===== src/rtl/fwd_scoreboard.sv =====
// fwd_scoreboard
//   Tracks every in-flight register write across DEPTH post-decode stages and
//   resolves, at decode, where each source operand should be forwarded from.
//   Also detects load-use hazards where load data is not yet available.
//
//   Optional build macro: FWD_SCOREBOARD_STATS_EN adds two saturating 32-bit
//   activity counters (forwarded-decode cycles and stall cycles).
//
// Ports
//   clk             rising-edge clock
//   rst             synchronous active-high reset (priority over hold/flush)
//   hold            global freeze of the tracking table
//   flush           decode instruction is killed; a bubble enters stage 1
//   dec_valid       decode slot holds a real instruction
//   dec_src_addr    NUM_SRC packed source addresses, operand i at [i*ADDR_W +: ADDR_W]
//   dec_dst_addr    destination register of the decode instruction
//   dec_reg_write   decode instruction writes dec_dst_addr
//   dec_is_load     decode instruction is a load
//   fwd_sel         per operand: 0 = register file, k = forward from stage k
//   load_use_stall  decode must stall for one cycle
//   stat_fwd_count  (stats build) cycles that issued with at least one forward
//   stat_stall_count(stats build) cycles that stalled on a load-use hazard
module fwd_scoreboard #(
  parameter int  ADDR_W   = 5,
  parameter int  NUM_SRC  = 2,
  parameter int  DEPTH    = 3,
  parameter int  LOAD_LAT = 2,
  localparam int SEL_W    = $clog2(DEPTH + 1)
) (
  input  logic                        clk,
  input  logic                        rst,
  input  logic                        hold,
  input  logic                        flush,
  input  logic                        dec_valid,
  input  logic [NUM_SRC*ADDR_W-1:0]   dec_src_addr,
  input  logic [ADDR_W-1:0]           dec_dst_addr,
  input  logic                        dec_reg_write,
  input  logic                        dec_is_load,
  output logic [NUM_SRC*SEL_W-1:0]    fwd_sel,
`ifdef FWD_SCOREBOARD_STATS_EN
  output logic [31:0]                 stat_fwd_count,
  output logic [31:0]                 stat_stall_count,
`endif
  output logic                        load_use_stall
);

  // Index k-1 holds the instruction currently in stage k.
  logic [DEPTH-1:0]  valid_q, valid_d;
  logic [DEPTH-1:0]  load_q,  load_d;
  logic [ADDR_W-1:0] addr_q [DEPTH];
  logic [ADDR_W-1:0] addr_d [DEPTH];

  logic [ADDR_W-1:0] src;
  logic [SEL_W-1:0]  sel;
  logic              early_load;
  logic              any_early_load;

  // Scan oldest to youngest so the youngest matching writer is the last to
  // assign and therefore wins.
  always_comb begin
    fwd_sel        = '0;
    any_early_load = 1'b0;
    src            = '0;
    sel            = '0;
    early_load     = 1'b0;
    for (int i = 0; i < NUM_SRC; i++) begin
      src        = dec_src_addr[i*ADDR_W +: ADDR_W];
      sel        = '0;
      early_load = 1'b0;
      if (src != '0) begin
        for (int k = DEPTH - 1; k >= 0; k--) begin
          if (valid_q[k] && (addr_q[k] == src)) begin
            sel        = SEL_W'(k + 1);
            early_load = load_q[k] && ((k + 1) < LOAD_LAT);
          end
        end
      end
      fwd_sel[i*SEL_W +: SEL_W] = sel;
      any_early_load            = any_early_load | early_load;
    end
  end

  // Flush kills the decode instruction, so it cannot be waiting on anything.
  assign load_use_stall = dec_valid & ~flush & any_early_load;

  always_comb begin
    valid_d = valid_q;
    load_d  = load_q;
    for (int k = 0; k < DEPTH; k++) addr_d[k] = addr_q[k];
    if (!hold) begin
      for (int k = DEPTH - 1; k > 0; k--) begin
        valid_d[k] = valid_q[k-1];
        load_d[k]  = load_q[k-1];
        addr_d[k]  = addr_q[k-1];
      end
      // Writes to x0 are never tracked; stalled or flushed slots become bubbles.
      valid_d[0] = dec_valid & dec_reg_write & (dec_dst_addr != '0) & ~flush & ~load_use_stall;
      load_d[0]  = dec_is_load;
      addr_d[0]  = dec_dst_addr;
    end
  end

  always_ff @(posedge clk) begin
    if (rst) begin
      valid_q <= '0;
      load_q  <= '0;
      for (int k = 0; k < DEPTH; k++) addr_q[k] <= '0;
    end else begin
      valid_q <= valid_d;
      load_q  <= load_d;
      for (int k = 0; k < DEPTH; k++) addr_q[k] <= addr_d[k];
    end
  end

`ifdef FWD_SCOREBOARD_STATS_EN
  logic [31:0] fwd_cnt_q, fwd_cnt_d;
  logic [31:0] stall_cnt_q, stall_cnt_d;

  always_comb begin
    fwd_cnt_d   = fwd_cnt_q;
    stall_cnt_d = stall_cnt_q;
    if (dec_valid && !hold && !load_use_stall && (fwd_sel != '0) && (fwd_cnt_q != '1))
      fwd_cnt_d = fwd_cnt_q + 32'd1;
    if (load_use_stall && !hold && (stall_cnt_q != '1))
      stall_cnt_d = stall_cnt_q + 32'd1;
  end

  always_ff @(posedge clk) begin
    if (rst) begin
      fwd_cnt_q   <= '0;
      stall_cnt_q <= '0;
    end else begin
      fwd_cnt_q   <= fwd_cnt_d;
      stall_cnt_q <= stall_cnt_d;
    end
  end

  assign stat_fwd_count   = fwd_cnt_q;
  assign stat_stall_count = stall_cnt_q;
`endif

endmodule


===== config.mk =====
export PLATFORM = sky130hd
export DESIGN_NAME = fwd_scoreboard
export DESIGN_NICKNAME = d
export VERILOG_FILES = /design/src/rtl/fwd_scoreboard.sv
export SDC_FILE = /design/constraint.sdc
export NUM_CORES = 1
export LEC_CHECK = 0
export ABC_CLOCK_PERIOD_IN_PS = 1880
export BUFFER_PORTS_ARGS = -buffer_cell sky130_fd_sc_hd__buf_2
export CAP_MARGIN = 20
export CORE_MARGIN = 3
export CORE_UTILIZATION = 45
export CTS_CLUSTER_DIAMETER = 80
export CTS_CLUSTER_SIZE = 40
export DETAILED_ROUTE_END_ITERATION = 8
export PLACE_DENSITY_LB_ADDON = 0.2
export SYNTH_ARGS = -nofsm -noshare
export SYNTH_HDL_FRONTEND = slang
export SYNTH_SLANG_ARGS = --single-unit

===== constraint.sdc =====
create_clock -name clk -period 1.88 [get_ports clk]
set_input_delay 0.094 -clock clk [delete_from_list [all_inputs] [get_ports clk]]
set_output_delay 0.094 -clock clk [all_outputs]
set_load 0.02 [all_outputs]

==> results of run 1 <==
-- cells in the mapped netlist --
master    instances
a21oi_1           3
a22oi_2           1
and3_1            3
buf_2             2
clkbuf_1          2
dfxtp_1          19
inv_1             1
inv_2             1
mux2i_1          18
nand2_1           1
nand3_1           2
nand4_1           1
nand4b_1          1
nor2_1           21
nor2_2            1
nor2b_1           2
nor3_1            3
nor4_1            5
nor4bb_1          2
o21a_1            1
o21ai_0           1
or4_1             3
xnor2_1           8
xor2_1           22
-- critical path, delay by kind of cell (launching register included) --
kind | cells | cell delay [ps]
buf+inv | 1 | 210
flops | 1 | 370
xor+xnor | 1 | 130
compound gates | 1 | 80
simple gates | 3 | 770
-- how the worst min path moves through the flow --
stage	from	end	slack (ps)
after CTS	dec_dst_addr[4]	addr_q[0][4]	20
after detailed placement	dec_dst_addr[4]	addr_q[0][4]	340
after global placement	dec_is_load	load_q[0]	330
final	dec_dst_addr[2]	addr_q[0][2]	20
after global routing	dec_is_load	load_q[0]	30
after floorplan	dec_dst_addr[0]	addr_q[0][0]	240
-- power by group --
| group | switching (mW) | internal (mW) |
|---|---|---|
| clock network | 0.135 | 0.0795 |
| registers | 0.0162 | 0.415 |
| logic | 0.0709 | 0.0670 |
| total | 0.222 | 0.561 |
-- state kept, by name (all words and copies together) (netlist names) --
| signal | cells |
|---|---|
| load_q | 1 |
| valid_q | 3 |
| addr_q | 15 |
-- cells by family after synthesis --
logic type | after synthesis
AO/OA/AOI/OAI | 6
XOR/XNOR | 30
buffers and inverters | 6
flip-flops | 19
multiplexers | 18
AND/OR/NAND/NOR | 45
-- per-layer routing --
layer	vias up	GRT usage	part of all wire
met5	-	0	0
met4	0	0.102	0.030
met3	7	0.0278	0.047
met1	468	0.220	0.49
met2	27	0.269	0.43
li1	488	-	-
-- repair_timing --
item / 4_1_cts / 5_1_grt
hold buffers: 0 / 0
buffers inserted: 3 / 1
pin swaps: 7 / 7
endpoints found under the setup margin: 2 / 4
hold endpoints to repair: 0 / 0
gates resized for setup: 8 / 6
-- area by class of cell --
cell class	instances	area [um2]
flip-flops and latches	19	394
clock inverters	1	5.00
well taps	28	35.0
clock buffers	3	22.5
fillers	221	941
inverters	2	7.51
multi-input cells	99	732
repair buffers	29	160
-- metrics by stage --
| stage | hold slack, ps | worst slack [ps] | area, um2 | util |
|---|---|---|---|---|
| floorplan | 238 | 51.5 | 1120 | - |
| global placement | 328 | 257 | 1270 | 0.553 |
| detailed placement | 344 | 182 | 1270 | 0.553 |
| CTS | 20.6 | -102 | 1340 | 0.584 |
| global route | 25.6 | -283 | 1360 | 0.590 |
| finish | 19.2 | -87.9 | 1360 | 0.590 |
==> impl_metrics.json, run 1 <==
{
  "grt_pass1_wl_um": 4210,
  "cts_max_level": 1,
  "synth_top_family_by_area": "XOR/XNOR gates",
  "synth.area.mux_share": 0.161,
  "synth_xor_area_frac": 0.234,
  "clk_pin_slew_worst_paths_ps": 120,
  "synth-simple-area-share": 0.208,
  "powerDensity_mw_per_mm2": 577,
  "clkLatencyLatePin_ps": 310,
  "synth_cell_types": 24,
  "final_common_cell": "buf_2",
  "synth.largest_area_cell": "dfxtp_1",
  "worstPathCellList": "xor2_1 > nor4_1 > and3_1 > a22oi_2 > nor4bb_1 > buf_2",
  "syn_area_per_cell_um2": 9.05,
  "r2r_start": "addr_q[0][2]",
  "leakage_nw": 0.646,
  "synth_top_area_share": 0.339,
  "drtAntennaViolNets": 0,
  "worst_slack_ps": -87.9,
  "layout_common_cells": "buf_2 (23), xor2_1 (22), nor2_1 (21)",
  "cap_violations": 0,
  "critPathMaxFanout": 2,
  "yosys_warnings": 0,
  "grt_start_max_net_pins": 21,
  "diodes": 0,
  "nets": 176,
  "syn_nets": 146,
  "setup-tns-final_ps": -129,
  "ios": 27,
  "crit_end": "load_use_stall",
  "area_growth_pct": 20.8,
  "violations": "negative setup slack",
  "first_global_vias": 1007,
  "ys_seq_elements": 19,
  "r2r_slack_ps": 500,
  "synth_fa_ha_area_frac": 0,
  "syn_inst": 124,
  "hold_depth": 3,
  "avgViaCountPerCell": 5.47,
  "portBuffers": 26,
  "cpMaxStageDelayCell": "dfxtp_4",
  "hp-class": "input pin to flop",
  "slew_viol_final": 0,
  "clock_sinks": 19,
  "drt-initial-drc-count": 21,
  "wl_um": 2550,
  "clock_path_buffers": 2,
  "cp_data_arrival_time_ps": 1870,
  "grt-ovfl-total": 0,
  "tightest_slew_ps": 577,
  "grt_usage": 0.171,
  "syn_area_mm2": 0.00112,
  "drcViolationCount": 0,
  "rsz0062_at_grt": "true",
  "rows": 17,
  "gp_congestion": 0.876,
  "vias": 990,
  "cp-end-kind": "output port",
  "hpwl_um": 1910,
  "outcome": "finished, violations left",
  "crit_path_start_kind": "flop",
  "r2r-end": "valid_q[0]",
  "cts_tree": "built",
  "core_area_mm2": 0.00230,
  "final_cells": 181,
  "setup_viol": 2,
  "firstDrtPassIters": 4,
  "cts_inserted_buffers": 3,
  "drive_gt1_frac": 0.288,
  "fp.dieArea_mm2": 0.00313,
  "finalHoldViolations": 0,
  "finalCriticalPeriod_ps": 1970,
  "synth_compound_area_frac": 0.0357,
  "max-slew-margin-rel": 0.615,
  "start_util": 0.489,
  "fin_crit_sh": 1.05,
  "cp-startpoint": "addr_q[0][2]",
  "root_buffer": "clkbuf_4",
  "die_w_um": 55.9,
  "power_mw": 0.783,
  "antenna_found_initial": 0,
  "yosysSeqAreaShare": 0.339,
  "max_stage_delay_ps": 370,
  "critical_path_class": "flop to output port",
  "worstPathRequired_ps": 1790,
  "vdd_drop_max_mv": 0.403,
  "worst_clock_skew_ps": 10.0,
  "post_drt_wl_per_cell_um": 14.1,
  "die_y_um": 55.9,
  "r2r_cells": 5,
  "placed_cells": 174,
  "fmax_ghz": 0.508,
  "synth_area_leaders": "dfxtp_1 (34%), xor2_1 (17%), mux2i_1 (16%)"
}
Power figures use the tool's default switching activity.
==> inputs of run 2 (changes only) <==
--- a/config.mk
+++ b/config.mk
@@ -8,6 +8,7 @@
 export ABC_CLOCK_PERIOD_IN_PS = 1880
 export BUFFER_PORTS_ARGS = -buffer_cell sky130_fd_sc_hd__buf_2
 export CAP_MARGIN = 20
+export CORE_ASPECT_RATIO = 1.75
 export CORE_MARGIN = 3
 export CORE_UTILIZATION = 45
 export CTS_CLUSTER_DIAMETER = 80
==> run 2 against run 1 <==
Compared with the run above: the flow now finishes without violations; global-route usage grew 1.2 points; non-clock buffer count unchanged; first-iteration DRC count rose by 19%; fmax increased by 4.7%; via count fell by 2.0%; register-to-register slack improved by 40 ps; critical path depth did not move; clock power rose by 35%; flip-flop and latch count stayed put; cell area is 1.4% higher; total power rose by 9.7%; critical endpoint unchanged; sequential power hardly changed.
==> impl_metrics.json, run 2 (synthesis gave the netlist of run 1 again) <==
{
  "max-slew-margin-rel": 0.630,
  "ios": 27,
  "area_growth_pct": 22.5,
  "rsz0062_at_grt": "true",
  "critical_path_class": "flop to output port",
  "drt-initial-drc-count": 25,
  "grt_pass1_wl_um": 4510,
  "drcViolationCount": 0,
  "power.net_switching_mw": 0.230,
  "cp_data_arrival_time_ps": 1780,
  "slew_viol_final": 0,
  "power.share.clock": 0.336,
  "globalRouteMet2Util": 0.313,
  "fmax_ghz": 0.532,
  "cpLargestDelayFamily": "simple AND/OR/NAND/NOR gates",
  "worst_clock_skew_ps": 6.73,
  "fin_hold_ws_ps": 69.2,
  "cts_tree": "built",
  "cap_violations": 0,
  "final_cells": 178,
  "hp-class": "input pin to flop",
  "seqPwrFrac": 0.506,
  "grt_start_max_net_pins": 21,
  "tightest_slew_ps": 555,
  "cpMaxStageDelayCell": "dfxtp_2",
  "largest_reg_flops": 15,
  "vias": 970,
  "rows": 23,
  "grt-ovfl-total": 0,
  "cts_max_level": 1,
  "core_area_mm2": 0.00233,
  "portBuffers": 26,
  "drive_gt1_frac": 0.307,
  "busiest_layer": "met2",
  "start_util": 0.481,
  "root_buffer": "clkbuf_8",
  "layout_common_cells": "buf_2 (24), xor2_1 (22), nor2_1 (21)",
  "critPathMaxFanout": 4,
  "fin_crit_sh": 0.999,
  "powerDensity_mw_per_mm2": 625,
  "first_global_vias": 1046,
  "cp.depth": 6,
  "largestRegisters": "addr_q: 15 flops, valid_q: 3 flops, load_q: 1 flops",
  "p_int_mw": 0.629,
  "worstPathRequired_ps": 1790,
  "clock_path_buffers": 2,
  "hold_depth": 3,
  "leakage_nw": 0.654,
  "crit_path_start_kind": "flop",
  "diodes": 0,
  "nets": 176,
  "setup_viol": 0,
  "gp_congestion": 0.834,
  "clock_sinks": 19,
  "p_comb_frac": 0.158,
  "max_stage_delay_ps": 350,
  "sw_frac_of_total": 0.267,
  "met1_usage": 0.218,
  "clk_pin_slew_worst_paths_ps": 70,
  "die_y_um": 72.1,
  "clkLatencyLatePin_ps": 260,
  "die_w_um": 43.8,
  "finalCriticalPeriod_ps": 1880,
  "setup-tns-final_ps": 0,
  "outcome": "complete, no violations",
  "finalHoldViolations": 0,
  "drtAntennaViolNets": 0,
  "vdd_drop_max_mv": 0.427,
  "cp-end-kind": "output port",
  "antenna_found_initial": 0,
  "worstPathCellList": "xor2_1 > nor4_1 > and3_1 > a22oi_2 > nor4bb_1 > buf_2",
  "r2r_cells": 5,
  "wl_um": 2610,
  "firstDrtPassIters": 4,
  "cts_inserted_buffers": 3,
  "avgViaCountPerCell": 5.45,
  "post_drt_wl_per_cell_um": 14.7,
  "hpwl_um": 2030,
  "critical_path_buf_inv_count": 1,
  "placed_cells": 171,
  "top_register": "addr_q",
  "use_met3": 0.0347,
  "final_common_cell": "buf_2",
  "grt_usage": 0.183,
  "fp.dieArea_mm2": 0.00315
}
[run 2: per-stage QoR]
step           instance area [um2]  total power [mW]  utilization  setup WS (ps)
2_1_floorplan                 1120             0.521            -           51.5
3_3_place_gp                  1270             0.570        0.543            263
3_5_place_dp                  1270             0.574        0.543            234
4_1_cts                       1340             0.861        0.575          -20.3
5_1_grt                       1380             0.894        0.590           -128
6_report                      1380             0.859        0.590           1.27
[run 2: final timing paths]
| check | to | start | slack [ps] |
|---|---|---|---|
| hold / removal | load_q[0] | dec_is_load | 70 |
| setup / recovery | load_use_stall | addr_q[0][3] | 1 |
| setup reg to reg | valid_q[0] | addr_q[0][3] | 540 |
| hold reg to reg | addr_q[0][14] | addr_q[0][14] | 540 |
[run 2: layer usage]
metal,wire (um),share of wire
met1,1060,0.40
met2,1340,0.51
met3,171,0.065
met4,42,0.016
met5,0,0
[run 2: power groups by stage]
stage               clock [mW]  sequential (mW)  combinational [mW]
finish                   0.289            0.434               0.136
global route             0.307            0.437               0.150
CTS                      0.291            0.435               0.136
detailed placement           0            0.444               0.130
global placement             0            0.443               0.127
floorplan                    0            0.439              0.0818
[run 2: cell type report]
| type | count | area, um2 |
|---|---|---|
| Clock buffer | 3 | 41.3 |
| Clock inverter | 1 | 5.00 |
| Fill cell | 218 | 956 |
| Inverter | 2 | 7.51 |
| Multi-Input combinational cell | 99 | 742 |
| Sequential cell | 19 | 390 |
| Tap cell | 25 | 31.3 |
| Timing Repair Buffer | 29 | 158 |
[run 2: repair_timing]
item	CTS	global route
resized for setup	5	9
endpoints found under the hold margin	0	0
endpoints found under the setup margin	3	5
pin swaps	2	9
setup buffers	1	2
hold buffers	0	0
[run 2: worst reg2reg max path: cells and delay by family (launching register included)]
kind                      cells  cell delay, ps
AOI/OAI and AO/OA             2             260
DFF                           1             350
xor gates and xnor gates      1             160
and+or+nand+nor               2             490
